$ cat src/rtl/systolic_pkg.sv
// Shared framing arithmetic and feeder state encoding, used by the feeder and the product collector.
// Frame length L = 2N + G; the bit counter spans 0..L-1.
package systolic_pkg;

    typedef enum logic [1:0] {
        ST_IDLE  = 2'd0,
        ST_SHIFT = 2'd1,
        ST_PAD   = 2'd2
    } feeder_state_t;

    function automatic int FRAME_LEN(input int n, input int g);
        return 2 * n + g;
    endfunction

    function automatic int CNT_W(input int n, input int g);
        return (FRAME_LEN(n, g) > 1) ? $clog2(FRAME_LEN(n, g)) : 1;
    endfunction

endpackage

$ cat src/rtl/systolic_piso_reg.sv
// N-bit load/shift register, LSB out first, with a fill bit shifted into the MSB.
// Latency: loaded word bit 0 visible the cycle after load; no backpressure (controlled by the feeder FSM).
// Priority: load > clear > shift.
module systolic_piso_reg #(
    parameter int p_WIDTH = 4
) (
    input  logic               i_CLK,
    input  logic               i_RST_N,
    input  logic               i_LOAD,
    input  logic               i_CLEAR,
    input  logic               i_SHIFT,
    input  logic               i_FILL,
    input  logic [p_WIDTH-1:0] i_DATA,
    output logic               o_BIT
);

    logic [p_WIDTH-1:0] sr_q;
    logic [p_WIDTH-1:0] sr_d;
    logic [p_WIDTH-1:0] fill_vec;

    assign fill_vec = {{(p_WIDTH-1){1'b0}}, i_FILL} << (p_WIDTH - 1);

    always_comb begin
        sr_d = sr_q;
        if (i_LOAD) begin
            sr_d = i_DATA;
        end else if (i_CLEAR) begin
            sr_d = '0;
        end else if (i_SHIFT) begin
            sr_d = (sr_q >> 1) | fill_vec;
        end
    end

    always_ff @(posedge i_CLK or negedge i_RST_N) begin
        if (!i_RST_N) begin
            sr_q <= '0;
        end else begin
            sr_q <= sr_d;
        end
    end

    assign o_BIT = sr_q[0];

endmodule

$ cat src/rtl/systolic_mult_feeder.sv
// Operand sequencer for the bit-serial systolic multiplier: holds the multiplier, serialises the multiplicand LSB-first,
// pads to L = 2N+G bits. First bit 1 clock after accept; o_READY only in IDLE or on the last frame bit (zero-gap chaining).
// Build option SYSTOLIC_FEEDER_SIGNED_EN: pad bits repeat the multiplicand sign instead of 0.
module systolic_mult_feeder
    import systolic_pkg::*;
#(
    parameter int p_WORD_WIDTH   = 4,
    parameter int p_GUARD_CYCLES = 2
) (
    input  logic                    i_CLK,
    input  logic                    i_RST_N,
    input  logic                    i_VALID,
    output logic                    o_READY,
    input  logic [p_WORD_WIDTH-1:0] i_MULTIPLIER,
    input  logic [p_WORD_WIDTH-1:0] i_MULTIPLICAND,
    output logic [p_WORD_WIDTH-1:0] o_MULTIPLIER,
    output logic                    o_MULTIPLICAND_BIT,
    output logic                    o_BIT_VALID,
    output logic                    o_FRAME_START,
    output logic                    o_FRAME_LAST,
    output logic                    o_BUSY
);

    localparam int L  = FRAME_LEN(p_WORD_WIDTH, p_GUARD_CYCLES);
    localparam int CW = CNT_W(p_WORD_WIDTH, p_GUARD_CYCLES);
    localparam logic [CW-1:0] K_LAST   = CW'(L - 1);
    localparam logic [CW-1:0] K_SHLAST = CW'(p_WORD_WIDTH - 1);

    feeder_state_t          state_q;
    logic [CW-1:0]          k_q;
    logic [CW-1:0]          k_inc;
    logic [p_WORD_WIDTH-1:0] mult_q;
    logic                   bit_valid_q;
    logic                   busy_q;
    logic                   frame_start_q;
    logic                   frame_last_q;
    logic                   accept;
    logic                   at_last;
    logic                   sr_load;
    logic                   sr_clear;
    logic                   sr_shift;
    logic                   pad_fill;

    assign at_last = (state_q == ST_PAD) && (k_q == K_LAST);
    assign o_READY = (state_q == ST_IDLE) || at_last;
    assign accept  = i_VALID && o_READY;
    assign k_inc   = k_q + CW'(1);

    always_ff @(posedge i_CLK or negedge i_RST_N) begin
        if (!i_RST_N) begin
            state_q       <= ST_IDLE;
            k_q           <= '0;
            mult_q        <= '0;
            bit_valid_q   <= 1'b0;
            busy_q        <= 1'b0;
            frame_start_q <= 1'b0;
            frame_last_q  <= 1'b0;
        end else begin
            frame_start_q <= 1'b0;
            frame_last_q  <= 1'b0;
            if (accept) begin
                mult_q <= i_MULTIPLIER;
            end
            case (state_q)
                ST_IDLE: begin
                    if (accept) begin
                        state_q       <= ST_SHIFT;
                        k_q           <= '0;
                        bit_valid_q   <= 1'b1;
                        busy_q        <= 1'b1;
                        frame_start_q <= 1'b1;
                    end
                end
                ST_SHIFT: begin
                    k_q          <= k_inc;
                    // Only reachable as "last" when the frame is a single shift bit plus one pad bit.
                    frame_last_q <= (k_inc == K_LAST);
                    if (k_q == K_SHLAST) begin
                        state_q <= ST_PAD;
                    end
                end
                ST_PAD: begin
                    if (k_q == K_LAST) begin
                        k_q <= '0;
                        if (accept) begin
                            state_q       <= ST_SHIFT;
                            frame_start_q <= 1'b1;
                        end else begin
                            state_q     <= ST_IDLE;
                            bit_valid_q <= 1'b0;
                            busy_q      <= 1'b0;
                        end
                    end else begin
                        k_q          <= k_inc;
                        frame_last_q <= (k_inc == K_LAST);
                    end
                end
                default: begin
                    state_q     <= ST_IDLE;
                    k_q         <= '0;
                    bit_valid_q <= 1'b0;
                    busy_q      <= 1'b0;
                end
            endcase
        end
    end

    // Clearing at the end of an unchained frame keeps the serial output at 0 while idle.
    assign sr_load  = accept;
    assign sr_clear = at_last && !accept;
    assign sr_shift = (state_q != ST_IDLE);

`ifdef SYSTOLIC_FEEDER_SIGNED_EN
    logic sign_q;

    always_ff @(posedge i_CLK or negedge i_RST_N) begin
        if (!i_RST_N) begin
            sign_q <= 1'b0;
        end else if (accept) begin
            sign_q <= i_MULTIPLICAND[p_WORD_WIDTH-1];
        end
    end

    assign pad_fill = sign_q;
`else
    assign pad_fill = 1'b0;
`endif

    systolic_piso_reg #(
        .p_WIDTH (p_WORD_WIDTH)
    ) u_piso (
        .i_CLK   (i_CLK),
        .i_RST_N (i_RST_N),
        .i_LOAD  (sr_load),
        .i_CLEAR (sr_clear),
        .i_SHIFT (sr_shift),
        .i_FILL  (pad_fill),
        .i_DATA  (i_MULTIPLICAND),
        .o_BIT   (o_MULTIPLICAND_BIT)
    );

    assign o_MULTIPLIER  = mult_q;
    assign o_BIT_VALID   = bit_valid_q;
    assign o_BUSY        = busy_q;
    assign o_FRAME_START = frame_start_q;
    assign o_FRAME_LAST  = frame_last_q;

endmodule

$ cat config.mk
export PLATFORM = sky130hd
export DESIGN_NAME = systolic_mult_feeder
export DESIGN_NICKNAME = d
export VERILOG_FILES = /design/src/rtl/systolic_pkg.sv /design/src/rtl/systolic_piso_reg.sv /design/src/rtl/systolic_mult_feeder.sv
export SDC_FILE = /design/constraint.sdc
export NUM_CORES = 1
export LEC_CHECK = 0
export CAP_MARGIN = 15
export CORE_ASPECT_RATIO = 0.9
export CORE_MARGIN = 2
export CORE_UTILIZATION = 45
export DETAILED_ROUTE_END_ITERATION = 8
export GPL_TIMING_DRIVEN = 0
export MAX_ROUTING_LAYER = met4
export PLACE_DENSITY_LB_ADDON = 0.08
export SKIP_LAST_GASP = 1
export SYNTH_ARGS = -nofsm -noshare
export SYNTH_HDL_FRONTEND = slang
export SYNTH_HIERARCHICAL = 1
export SYNTH_SLANG_ARGS = --single-unit
$ cat constraint.sdc
create_clock -name i_CLK -period 1.8 [get_ports i_CLK]
set_input_delay 0.36 -clock i_CLK [delete_from_list [all_inputs] [get_ports i_CLK]]
set_output_delay 0.36 -clock i_CLK [all_outputs]
set_load 0.02 [all_outputs]
# == Word level (Yosys, flattened, before mapping) ==
# Cells that the tools add are included.
# word_totals
ff_bits,17
inputBits,11
output_inout_bits,10
wordCells,48
# op_classes
addsub,1
eq_ne,9
n_mux,20
bitwise,1
reduce_logical,10
# op_table
cell,count
4-bit 2-to-1 mux,5
4-bit case mux with 3 select lines,1
"4-bit equality test, second input constant",2
1-bit 2-to-1 mux,7
2-bit 2-to-1 mux,3
"2-bit != test, second input constant",3
2-bit case mux with 3 select lines,1
"4-bit by 1-bit adder with 4-bit output, second input constant",1
"4-bit by 2-bit equality test with 1-bit output, second input constant",1
1-bit case mux with 2 select lines,2
4-bit AND reduction,1
1-bit logical AND,3
1-bit case mux with 3 select lines,1
3-bit AND reduction,1
3-bit nonzero test,1
"2-bit by 1-bit equality test with 1-bit output, second input constant",1
"2-bit equality test, second input constant",1
2-bit zero test,1
"2-bit by 1-bit != test with 1-bit output, second input constant",1
2-bit nonzero test,1
1-bit zero test,1
1-bit logical OR,1
1-bit NOT,1

# == Depth between registers and ports, before layout ==
# logic_depth
word_depth,8
ltp_mapped,6
depth_no_buf,6

# == Cells and area by module ==
# Netlist, hierarchy kept.
# modules_own_cells
module,instances,cells_per_inst,area_each_um2
systolic_mult_feeder,1,78,829.5
systolic_piso_reg,1,18,188.9

# == Least setup slack after synthesis ==
# OpenSTA, ideal clock, no wires.
# synth_timing
kind,register to register
from,reg state_q[0]
to,"reg mult_q[0], in the netlist o_MULTIPLIER[0]"
setup_ns,0.125
arrival_ns,1.607
path_slack_ns,0.068
path_stages_with_launch,6
n_path_buf,0
synth_period_minus_slack_ns,1.732
path_cell_list,dfrtp_1 -> inv_1 -> ha_1 -> nand4b_4 -> a21boi_2 -> mux2_2
# synth_via
elab_chain_len,4
# synth_rtl
item,line_no,text
"start, declared",systolic_mult_feeder.sv:29,feeder_state_t state_q;
"start signal, assigned",systolic_mult_feeder.sv:51,state_q <= ST_IDLE;
"start signal, assigned",systolic_mult_feeder.sv:67,state_q <= ST_SHIFT;
"start signal, assigned",systolic_mult_feeder.sv:79,state_q <= ST_PAD;
2-bit equality test,systolic_mult_feeder.sv:44,assign at_last = (state_q == ST_PAD) && (k_q == K_LAST);
1-bit logical AND,systolic_mult_feeder.sv:44,
1-bit logical OR (*),systolic_mult_feeder.sv:45,assign o_READY = (state_q == ST_IDLE) || at_last;
1-bit logical AND (*),systolic_mult_feeder.sv:46,assign accept = i_VALID && o_READY;
net accept,systolic_mult_feeder.sv:37,logic accept;
"end signal, assigned",systolic_mult_feeder.sv:62,mult_q <= i_MULTIPLIER;
"end, declared",systolic_mult_feeder.sv:32,logic [p_WORD_WIDTH-1:0] mult_q;
# The timed path passes the listed nets; every way through them passes the cells marked *.
# A chain may end at the register's enable or synchronous reset.

# == Worst setup path after layout ==
# layout_timing
from,reg state_q[1]
to,reg state_q[1]
# layout_via
elab_chain_len,6
# layout_rtl
item,line_no
2-bit equality test,"systolic_mult_feeder.sv:44, systolic_mult_feeder.sv:64"
1-bit logical AND,systolic_mult_feeder.sv:44
1-bit logical OR,systolic_mult_feeder.sv:45
1-bit logical AND,systolic_mult_feeder.sv:46
2-bit != test (no line),n/a
3-bit AND reduction (no line),n/a
# Parallel ways exist; a longest one is shown, timed or not.

==> reports/qor.yml <==
outcome:
  status: "finished clean"
finish:
  fin_util: 0.624
  n_antenna_cell: 0
  final_nets: 143
  stdcell_area_mm2: 0.00135
  areaGrowthSynthToFinish_pct: 32.6
  drive_gt1_frac: 0.266
synth:
  synth_nets: 114
  synth_cell_type_count: 40
  synth-edff-count: 0
  ys_warn_count: 6
  synthCells: 96
  yosysSeqAreaShare: 0.418
  syn_avg_cell_area_um2: 10.6
  async_reset_ff_frac: 1.00
  synth_flop_cell: "dfrtp_1"
  ys_ff_latch: 17
  synth.cell_area_mm2: 0.00102
pwr:
  p_per_area_mw_per_mm2: 1420
  p_leak_nw: 0.620
  power_mw: 1.91
  worst_ir_drop_vdd_v: 0.000968
worst_setup_path:
  rrSetupSlack_ns: 0.07
  crit_type: "flop to flop"
  critical_path_buf_inv_count: 2
  rr_endpoint: "state_q[1]"
  crit_path_cell_trace: "inv_1 -> ha_2 -> nor2b_2 -> buf_6 -> or4_1 -> a21oi_2"
  cp_slowest_cell: "or4_1"
  critPathArrivalTime_ns: 1.96
  cp-end-kind: "flop"
  cpPeakStageDelay_ns: 0.50
  reg2reg_depth: 6
  required_ns: 2.03
  start_kind: "flop"
  cp_top_family: "simple AND/OR/NAND/NOR gates"
  cp_max_fo: 10
  r2r-start: "state_q[1]"
timing:
  tightest_slew_ns: 0.767
  min_period_ns: 1.73
  layout_setup_ws_ns: 0.0723
  drv_slew: 0
  timing.final.crit_share: 0.960
  whs_ns: 0.505
  timing.final.hold_violations: 0
  setup-violations-final: 0
  rsz0062_at_grt: "true"
  fmax_mhz: 579
  fin_worst_skew_ns: 0.00385
  slew_headroom: 0.487
drt:
  drtIter0Drc: 10
  routed_wl_um: 2020
  ant_nets: 0
  m1WireLength_um: 941
  vias: 813
  drcViolationCount: 0
  via_per_inst: 5.38
  met3_length_um: 101
  dr_wl_met2_um: 967
  wl_per_cell_um: 13.4
  top_layer: "met4"
  firstDrtPassIters: 4
grt:
  grt_max_degree: 18
  overflow: 0
  grt_pass1_wl_um: 3510
  grt_usage: 0.183
  antenna_found_initial: 0
  first_global_vias: 759
placed_design:
  place.gp.congestion: 0.833
  preCtsSetupSlack_ns: -0.261
  numPortBuffers: 20
  dpl.hpwl_um: 1400
  dpl_cell_area_mm2: 0.00125
cts:
  cts_tree: "done"
  cts_buffer_depth: 2
  clock-sinks: 17
  clk_pin_slew_worst_paths_ns: 0.10
  cts_root_buf: "clkbuf_4"
  worstSkewPairLatency_ns: 0.29
  cts_buffers: 3
  htreeDepth: 1
worst_hold_path:
  hold_path.class: "input pin to asynchronous set/reset pin"
floorplan:
  row_count: 16
  die_area_mm2: 0.00266
  io_pins: 21
  die_h_um: 49.1
  die_w_um: 54.1
  initial_core_util: 0.471
  coreArea_mm2: 0.00216
flow_run:
  maxCapViolCount: 0
==> flip-flops by register name (all words and copies together), names as in the netlist <==
name,count
k_q,4
o_MULTIPLIER,4
u_piso/sr_q,4
state_q,2
o_BUSY,1
o_FRAME_LAST,1
o_FRAME_START,1
==> final cells by class <==
cell class	count	area, um2
inverter	6	22.5
buffer	5	33.8
clock inverter	1	5.00
fill	195	812
timing repair buffer	24	230
clock buffer	3	22.5
sequential	17	427
multi-input combinational	68	576
tap	27	33.8
==> per-layer routing <==
layer,vias to the layer above,GRT usage
li1,402,-
met3,2,0.0644
met4,0,0.0250
met1,392,0.243
met5,-,-
met2,17,0.275
==> synth_stat cells (2+ instances only) <==
cell type / count / area (um2)
ha_1: 7 / 87.6
dfrtp_1: 17 / 425
inv_1: 6 / 22.5
a21oi_1: 4 / 20.0
o21ai_1: 5 / 25.0
o21ai_0: 3 / 15.0
mux2i_1: 5 / 50.1
a21boi_0: 2 / 15.0
mux2_2: 4 / 45.0
or4_1: 2 / 15.0
nand3_1: 3 / 15.0
nor2_1: 3 / 11.3
nor4_1: 2 / 12.5
buf_2: 2 / 10.0
nand2_1: 6 / 22.5
==> how the worst max path moves through the flow <==
stage,startpoint,end,slack (ns),cells after the start
after global routing,state_q[1],state_q[1],-0.03,6
after detailed placement,state_q[0],o_READY,-0.26,5
after global placement,state_q[0],o_READY,-0.27,5
after CTS,state_q[1],state_q[1],0.04,6
after floorplan,state_q[0],o_MULTIPLIER[0],0.07,5
final,state_q[1],state_q[1],0.07,6
==> placed cells by master, fill, tap and decap left out, types with 2 or more instances in the layout <==
master            n
a21boi_0          2
a21oi_1           3
buf_2             2
buf_4             6
clkbuf_4          3
clkdlybuf4s50_1  18
dfrtp_1          16
ha_1              4
ha_4              2
inv_1             3
inv_2             3
mux2_2            4
mux2i_1           5
nand2_1           6
nand3_1           3
nor2_1            3
nor4_1            2
o21ai_0           3
o21ai_1           5
or4_1             2
==> per-stage QoR <==
| step | cells | setup TNS, ns |
|---|---|---|
| final | 151 | 0 |
| after global placement | 143 | -1.34 |
| after CTS | 150 | 0 |
| after global routing | 151 | -0.0538 |
| after detailed placement | 143 | -1.32 |
| after floorplan | 96 | 0 |
==> power breakdown <==
group          internal, mW  switching (mW)  leakage [nW]
Sequential            0.524          0.0877         0.214
Clock                0.0827           0.126        0.0177
Combinational         0.550           0.542         0.388
==> repair_timing <==
| action | CTS | global route |
|---|---|---|
| hold buffers | 0 | 0 |
| endpoints found under the setup margin | 9 | 8 |
| gates resized for setup | 11 | 6 |
| buffers inserted | 3 | 1 |
==> logic make-up (layout without fill, tap and decap cells) <==
kind of cell	Yosys count	in the layout	share of synthesized area
and+or+nand+nor	27	27	0.183
AOI/OAI and AO/OA	24	24	0.161
DFF	17	17	0.418
buffers and inverters	11	39	0.0553
muxes	9	9	0.0934
adders and majority gates	7	7	0.0860
other	1	1	0.00368
Power figures use the tool's default switching activity.
